**config.mk**
```make
export PLATFORM = sky130hd
export DESIGN_NAME = bus_rr_arbiter
export DESIGN_NICKNAME = d
export VERILOG_FILES = /design/src/rtl/bus_rr_arbiter.sv
export SDC_FILE = /design/constraint.sdc
export NUM_CORES = 1
export LEC_CHECK = 0
export ABC_AREA = 1
export ABC_CLOCK_PERIOD_IN_PS = 1850
export CAP_MARGIN = 20
export CORE_AREA = 2 2 54 56
export DETAILED_ROUTE_END_ITERATION = 12
export DIE_AREA = 0 0 56 58
export HOLD_SLACK_MARGIN = 0.05
export PLACE_DENSITY = 0.85
export RECOVER_POWER = 50
export SLEW_MARGIN = 10
export SYNTH_ARGS = -nofsm -noshare
export SYNTH_HDL_FRONTEND = slang
export SYNTH_SLANG_ARGS = --single-unit
```
**constraint.sdc**
```tcl
create_clock -name clk -period 1.85 [get_ports clk]
set_input_delay 0.185 -clock clk [delete_from_list [all_inputs] [get_ports clk]]
set_output_delay 0.185 -clock clk [all_outputs]
set_load 0.03 [all_outputs]
```
**src/rtl/bus_rr_arbiter.sv**
```systemverilog
`default_nettype none
// ============================================================================
// Module      : bus_rr_arbiter
// Description : Round-robin arbiter for the shared memory bus. Issues a
//               registered one-hot grant held for a whole transaction, with a
//               hold-limit counter that forces release when others wait.
// Revision    : 1.0 - initial release
// ============================================================================
module bus_rr_arbiter #(
  parameter int NUM_REQ        = 5,
  parameter int ID_WIDTH       = 3,
  parameter int MAX_HOLD       = 64,
  parameter int HOLD_CNT_WIDTH = 7
) (
  input  logic                clk,
  input  logic                reset,
  input  logic [NUM_REQ-1:0]  bus_reqcyc,
  input  logic                bus_busy,
  output logic [NUM_REQ-1:0]  bus_grant,
  output logic                bus_grant_valid,
  output logic [ID_WIDTH-1:0] bus_grant_id,
  output logic                bus_preempt
);

  typedef enum logic [1:0] {
    IDLE  = 2'd0,
    GRANT = 2'd1,
    DRAIN = 2'd2
  } state_t;

  localparam logic [ID_WIDTH-1:0]       c_last_id  = ID_WIDTH'(NUM_REQ - 1);
  localparam logic [HOLD_CNT_WIDTH-1:0] c_cnt_lim  = HOLD_CNT_WIDTH'(MAX_HOLD - 1);
  localparam logic [HOLD_CNT_WIDTH-1:0] c_cnt_sat  = HOLD_CNT_WIDTH'(MAX_HOLD);

  state_t                    r_state, w_state_nxt;
  logic [NUM_REQ-1:0]        r_grant, w_grant_nxt;
  logic                      r_grant_valid;
  logic [ID_WIDTH-1:0]       r_grant_id, w_grant_id_nxt;
  logic                      r_preempt, w_preempt_nxt;
  logic [ID_WIDTH-1:0]       r_ptr, w_ptr_nxt;
  logic [HOLD_CNT_WIDTH-1:0] r_cnt, w_cnt_nxt;

  logic [NUM_REQ-1:0]        w_pick_sel;
  logic [ID_WIDTH-1:0]       w_pick_id;
  logic                      w_found;
  logic                      w_owner_req;
  logic                      w_other_req;
  logic [ID_WIDTH-1:0]       w_ptr_adv;

  // Rotating-priority pick: first requester at or above the pointer, else
  // first requester from index 0 (the wrap-around half of the search).
  always_comb begin
    w_pick_sel = '0;
    w_pick_id  = '0;
    w_found    = 1'b0;
    for (int j = 0; j < NUM_REQ; j++) begin
      if (!w_found && bus_reqcyc[j] && (j >= int'(r_ptr))) begin
        w_found       = 1'b1;
        w_pick_sel[j] = 1'b1;
        w_pick_id     = ID_WIDTH'(j);
      end
    end
    for (int j = 0; j < NUM_REQ; j++) begin
      if (!w_found && bus_reqcyc[j]) begin
        w_found       = 1'b1;
        w_pick_sel[j] = 1'b1;
        w_pick_id     = ID_WIDTH'(j);
      end
    end
  end

  // Owner/others request status derived from the one-hot grant, and the
  // pointer value that makes the current owner lowest priority next time.
  always_comb begin
    w_owner_req = |(bus_reqcyc & r_grant);
    w_other_req = |(bus_reqcyc & ~r_grant);
    w_ptr_adv   = (r_grant_id == c_last_id) ? '0 : r_grant_id + ID_WIDTH'(1);
  end

  // Next-state and next-output logic for the IDLE/GRANT/DRAIN machine.
  always_comb begin
    w_state_nxt    = r_state;
    w_grant_nxt    = r_grant;
    w_grant_id_nxt = r_grant_id;
    w_preempt_nxt  = 1'b0;
    w_ptr_nxt      = r_ptr;
    w_cnt_nxt      = r_cnt;
    case (r_state)
      IDLE, DRAIN: begin
        w_grant_nxt = '0;
        if (!bus_busy) begin
          if (w_found) begin
            w_grant_nxt    = w_pick_sel;
            w_grant_id_nxt = w_pick_id;
            w_cnt_nxt      = '0;
            w_state_nxt    = GRANT;
          end else begin
            w_state_nxt    = IDLE;
          end
        end
      end
      GRANT: begin
        if (!w_owner_req) begin
          // Owner finished; takes priority over a simultaneous preemption.
          w_grant_nxt = '0;
          w_ptr_nxt   = w_ptr_adv;
          w_state_nxt = DRAIN;
        end else if ((MAX_HOLD != 0) && (r_cnt == c_cnt_lim) && w_other_req) begin
          w_grant_nxt   = '0;
          w_preempt_nxt = 1'b1;
          w_ptr_nxt     = w_ptr_adv;
          w_state_nxt   = DRAIN;
        end else if (r_cnt != c_cnt_sat) begin
          w_cnt_nxt = r_cnt + HOLD_CNT_WIDTH'(1);
        end
      end
      default: begin
        w_grant_nxt = '0;
        w_state_nxt = IDLE;
      end
    endcase
  end

  // State and registered outputs; reset clears everything immediately.
  always_ff @(posedge clk or posedge reset) begin
    if (reset) begin
      r_state       <= IDLE;
      r_grant       <= '0;
      r_grant_valid <= 1'b0;
      r_grant_id    <= '0;
      r_preempt     <= 1'b0;
      r_ptr         <= '0;
      r_cnt         <= '0;
    end else begin
      r_state       <= w_state_nxt;
      r_grant       <= w_grant_nxt;
      r_grant_valid <= |w_grant_nxt;
      r_grant_id    <= w_grant_id_nxt;
      r_preempt     <= w_preempt_nxt;
      r_ptr         <= w_ptr_nxt;
      r_cnt         <= w_cnt_nxt;
    end
  end

  assign bus_grant       = r_grant;
  assign bus_grant_valid = r_grant_valid;
  assign bus_grant_id    = r_grant_id;
  assign bus_preempt     = r_preempt;

endmodule
`default_nettype wire

```
=== Yosys cells after proc, flatten, opt, wreduce, memory -nomap -nowiden ===
Index checks and enable logic that the tools add are counted.

* Bitwise gates (word level): 4
* Muxes and demuxes: 50
* Reduce and logical (&&, ||, !) cells: 34
* Divide/modulo/power cells: 0
* Shift-type cells: 0
* $lt $le $gt $ge: 5
* Multiply operators: 0
* $add $sub $neg: 2
* Eq/ne operators: 12

{| class="wikitable"
|+ Operator list
! kind !! number
|-
| 2-to-1 mux 7 bit || 5
|-
| 2-to-1 mux 3 bit || 11
|-
| 2-to-1 mux 1 bit || 24
|-
| 2-to-1 mux 5 bit || 4
|-
| logical AND 1 bit || 15
|-
| OR reduction 5 bit || 3
|-
| case mux 7 bit (2 select lines) || 1
|-
| AND 5 bit || 2
|-
| inequality test 2 bit, second input constant || 5
|-
| case mux 5 bit (2 select lines) || 1
|-
| zero test 1 bit || 9
|-
| adder 7 x 1 -> 7 bit, second input constant || 1
|-
| == test 7 x 6 -> 1 bit, second input constant || 1
|-
| inequality test 7 bit, second input constant || 1
|-
| greater-or-equal comparator 1 x 3 -> 1 bit, first input constant || 2
|-
| greater-or-equal comparator 2 x 3 -> 1 bit, first input constant || 2
|-
| 2-to-1 mux 2 bit || 3
|-
| AND reduction 6 bit || 1
|-
| inverter 5 bit || 1
|-
| case mux 2 bit (2 select lines) || 1
|-
| AND reduction 2 bit || 2
|-
| adder 3 x 1 -> 3 bit, second input constant || 1
|-
| == test 3 bit, second input constant || 1
|-
| greater-or-equal comparator 3 bit, first input constant || 1
|-
| 9 further kinds || 9
|}

* Memory bits (writable): 0
* Memory bits (read-only): 0
* Output and inout port bits: 10
* Word-level logic and storage cells: 114
* Bits in registers: 22
* Memories kept: 0
* Bits in latches: 0
* Input bits: 8

=== Longest topological paths before layout ===
* Depth in word-level cells: 38
* Depth in mapped cells: 12
* Gate-level depth less buffers: 12

=== Least setup slack after synthesis ===
OpenSTA, ideal clock, no wires.

* Path type: register to register
* From: reg r_cnt[0]
* To: reg r_ptr[2]
* Data arrival time: 1477 ps
* Buffers on the path: 0
* Clock period less this slack: 1602 ps
* Stages on the path, launching flop included: 9
* Setup slack: 248 ps
* Required time: 1725 ps
* Library setup time: 125 ps
* Path through: dfrtp_1 > ha_1 > nand2_1 > nor3_1 > nand3_1 > nand2_1 > nand2_1 > nor2_1 > a21oi_1

* Word-level cells in the longest chain between the ends: 4

{| class="wikitable"
|+ Ends and longest elaborated chain
! what !! RTL line !! RTL
|-
| from (decl) || 41 || <nowiki>logic [HOLD_CNT_WIDTH-1:0] r_cnt, w_cnt_nxt;</nowiki>
|-
| from (signal assigned) || 141 || <nowiki>r_cnt <= w_cnt_nxt;</nowiki>
|-
| == test 7 x 6 -> 1 bit || 108 || <nowiki>end else if ((MAX_HOLD != 0) && (r_cnt == c_cnt_lim) && w_other_req) begin</nowiki>
|-
| logical AND 1 bit || 108 ||
|-
| inequality test 2 x 1 -> 1 bit (no source line) || - ||
|-
| AND reduction 2 bit (no source line) || - ||
|-
| to (signal assigned) || 140 || <nowiki>r_ptr <= w_ptr_nxt;</nowiki>
|-
| to (decl) || 40 || <nowiki>logic [ID_WIDTH-1:0] r_ptr, w_ptr_nxt;</nowiki>
|}

No other way between the ends.
A chain may end at the register's enable or synchronous reset.

=== Final worst setup path ===
* From: reg r_cnt[0]
* To: reg r_cnt[4]

* Word-level cells in the longest chain between the ends: 5
* Elaborated cells on any way between the ends: 11
* Classes of those cells: 1 x add/sub; 4 x eq/ne; 4 x mux; 2 x reduce/logical

{| class="wikitable"
|+ Ends and longest elaborated chain
! what !! RTL line !! RTL
|-
| adder 7 x 1 -> 7 bit || 114 || <nowiki>w_cnt_nxt = r_cnt + HOLD_CNT_WIDTH'(1);</nowiki>
|-
| 2-to-1 mux 7 bit || 113 || <nowiki>end else if (r_cnt != c_cnt_sat) begin</nowiki>
|-
| 2-to-1 mux 7 bit || 108 ||
|-
| 2-to-1 mux 7 bit || 103 || <nowiki>if (!w_owner_req) begin</nowiki>
|-
| case mux 7 bit (2 select lines) || 88 || <nowiki>case (r_state)</nowiki>
|}

Several ways; a longest one is shown, not always the timed one. The select of a mux whose other input is x is not followed.

==> metrics <==
outcome finished clean; fillers 233; Avg Synthesized Cell Area 7.63 um^2; area delta synth->final 30.3%; total CTS buffers 3; maxcap violations 0; cell area after synthesis 1370 um^2; clock power share 0.127; DP Area 1740 um^2; sequential share of power 0.343; hold_ws 0.494 ns; HP Start bus_busy; setup TNS 0 ns; post-DR wirelength/cell 12.4 um; Core ar. 2660 um^2; Routed Wire Length 3120 um; H-tree levels 1; first-pass GRT wire length 5470 um; Worst Clk Skew 0.00465 ns; CTS sink count 22; Post-CTS Hold Buffers 0; TritonCTS clock tree built; Port Buffers 17; vias per cell 5.24; worst-path fanout max 7; largest net degree at the start of global routing 23; Worst slew margin 0.240; Final min period 1.70 ns; fin nets 234; leak pwr 0.891 nW; Warnings, synthesis 0; PwrDens 1180 nW/um^2; Sw Share 0.438; WP data required 2.07 ns; Initial Util 0.513; peak supply drop 0.000874 V; Vert. Die Dim 58 um; DPL Wire Length 2420 um; Setup crit end kind flop; layout cells sized above 1 0.204; DRC 0; Gate Count Post-Synth 179; Worst-Skew Late Latency 0.31 ns; Routed Antenna Nets 0; CTS Buffer Depth 2; Startpoint Class flop; Setup WS post-layout 0.151 ns; NetSw 920 uW; Post-Syn Nets 191; Max Slew Vio Count 0; Fin. Hold Viols 0; Final Cycle Share 0.919; PnR Total Power 2.10 mW; CTS clk-pin slew, worst paths 0.12 ns; row count 19; Setup Crit Path Kind flop to flop; total grt overflow 0; r2r startpoint r_cnt[0]; Die Width 56 um; HP Class primary input to flop; Antenna Cells 0; DR vias 1,321; final instance area 1780 um^2; post-route insts no fill 252; Internal Pwr Total 1.18 mW; final setup fails 0; Seq cells post-synth 22; initial antenna violation count 0; RSZ-0062 raised after global routing false; Worst-Margin Slew 1.14 ns; Final Util 0.668; Post-Place Setup Slack 0.00203 ns; DP Cell Count 248; Comb power frac 0.530; Total Die Area 3250 um^2; I/O pin total 18; Worst Setup SP r_cnt[0]; DRT iter0 DRCs 47; library cells used by synthesis 26; vias in the first global route 1,314; sequential area share after synthesis 0.403; GRT Resource Usage Total 0.216; first drt pass iteration count 4; fmax 588 MHz; clk root buf clkbuf_4; Worst EP arrival 1.92 ns; RePlAce Congestion 0.873
flip-flops by register name, summed over array words and instances (netlist names):
name	cells
bus_preempt	1
bus_grant_valid	1
r_ptr	3
r_state	2
bus_grant	5
r_cnt	7
bus_grant_id	3
metal layers:
metal	routed length (um)	share of wire	track usage	vias up
li1	-	-	-	675
met1	1420	0.45	0.294	599
met2	1480	0.47	0.348	39
met3	159	0.051	0.0246	8
met4	66	0.021	0.102	0
met5	0	0	0	-
timing repair:
action                     CTS  global route
setup endpoints to repair    0             1
setup buffers                0             0
gates resized for setup      0             1
worst paths after layout:
| check | to | depth (start not counted) | slack, ns |
|---|---|---|---|
| max in group asynchronous | bus_grant_id[0] | 3 | 0.52 |
| worst max-delay path | r_cnt[4] | 10 | 0.15 |
| worst max register to register | r_cnt[4] | 10 | 0.15 |
| min in group asynchronous | r_cnt[0] | 3 | 0.66 |
| worst min-delay path | r_state[1] | 3 | 0.49 |
| worst min register to register | r_cnt[6] | 2 | 0.51 |
worst max-delay path: stages, from the launching register on:
cell     delay [ns]
dfrtp_1        0.41
ha_1           0.24
nand2_1        0.10
nor3_1         0.06
buf_4          0.14
nand4_1        0.08
nand2_1        0.07
nor2_2         0.17
nand3_2        0.18
nand2_1        0.11
nand2_1        0.05
synthesized netlist by cell type, drive strengths merged:
| cell | number | area, um^2 |
|---|---|---|
| nor3 | 5 | 25.0 |
| o22ai | 2 | 12.5 |
| o21ai | 10 | 61.3 |
| a21oi | 3 | 15.0 |
| nor3b | 2 | 15.0 |
| o211ai | 1 | 7.51 |
| dfrtp | 22 | 551 |
| xor2 | 4 | 35.0 |
| ha | 4 | 50.1 |
| a31oi | 1 | 6.26 |
| nand4 | 11 | 90.1 |
| nand3 | 9 | 60.1 |
| nand2 | 59 | 234 |
| inv | 18 | 67.6 |
| nor2 | 26 | 118 |
| a22o | 2 | 17.5 |
cells in the final DEF (no fill, tap or decap), types with 2 or more instances in the layout:
cell type | Yosys | final
dfrtp_1 | 22 | 22
o22ai_1 | 2 | 2
buf_4 | 0 | 19
ha_1 | 4 | 4
nand3_1 | 6 | 6
inv_1 | 11 | 11
inv_2 | 7 | 7
nand4_1 | 9 | 9
dlygate4sd3_1 | 0 | 4
nor2_2 | 2 | 2
nand2_2 | 2 | 3
nor3_1 | 5 | 5
nor2_4 | 2 | 2
xor2_1 | 4 | 4
nor2_1 | 22 | 22
nor3b_1 | 2 | 2
nand3_2 | 3 | 3
clkbuf_4 | 0 | 3
nand2_1 | 56 | 55
a22o_1 | 2 | 2
clkdlybuf4s50_1 | 0 | 13
o21ai_1 | 7 | 7
a21oi_1 | 3 | 3
o21ai_0 | 2 | 2
layout make-up:
cell class	instances	area [um^2]	area share
multi-input cells	139	749	0.421
flip-flops and latches	22	551	0.309
repair buffers	38	337	0.189
inverters	18	67.6	0.0380
well taps	31	38.8	0.0218
clock buffers	4	36.3	0.0204
cell families (layout without fill, tap and decap cells):
group           Yosys count  count (layout)  share of synthesized area
simple gates            112             112                      0.397
flops                    22              22                      0.403
compound gates           19              19                     0.0880
buf+inv                  18              60                     0.0495
fa+ha+maj                 4               4                     0.0367
xor+xnor                  4               4                     0.0257
power groups by stage:
stage / clock [mW] / combinational [mW] / sequential (mW)
floorplan: 0 / 0.560 / 0.824
global placement: 0 / 1.08 / 0.729
detailed placement: 0 / 1.10 / 0.730
CTS: 0.273 / 1.12 / 0.721
global route: 0.293 / 1.23 / 0.738
finish: 0.267 / 1.11 / 0.720
No activity file was read; power rests on OpenSTA's default activity.
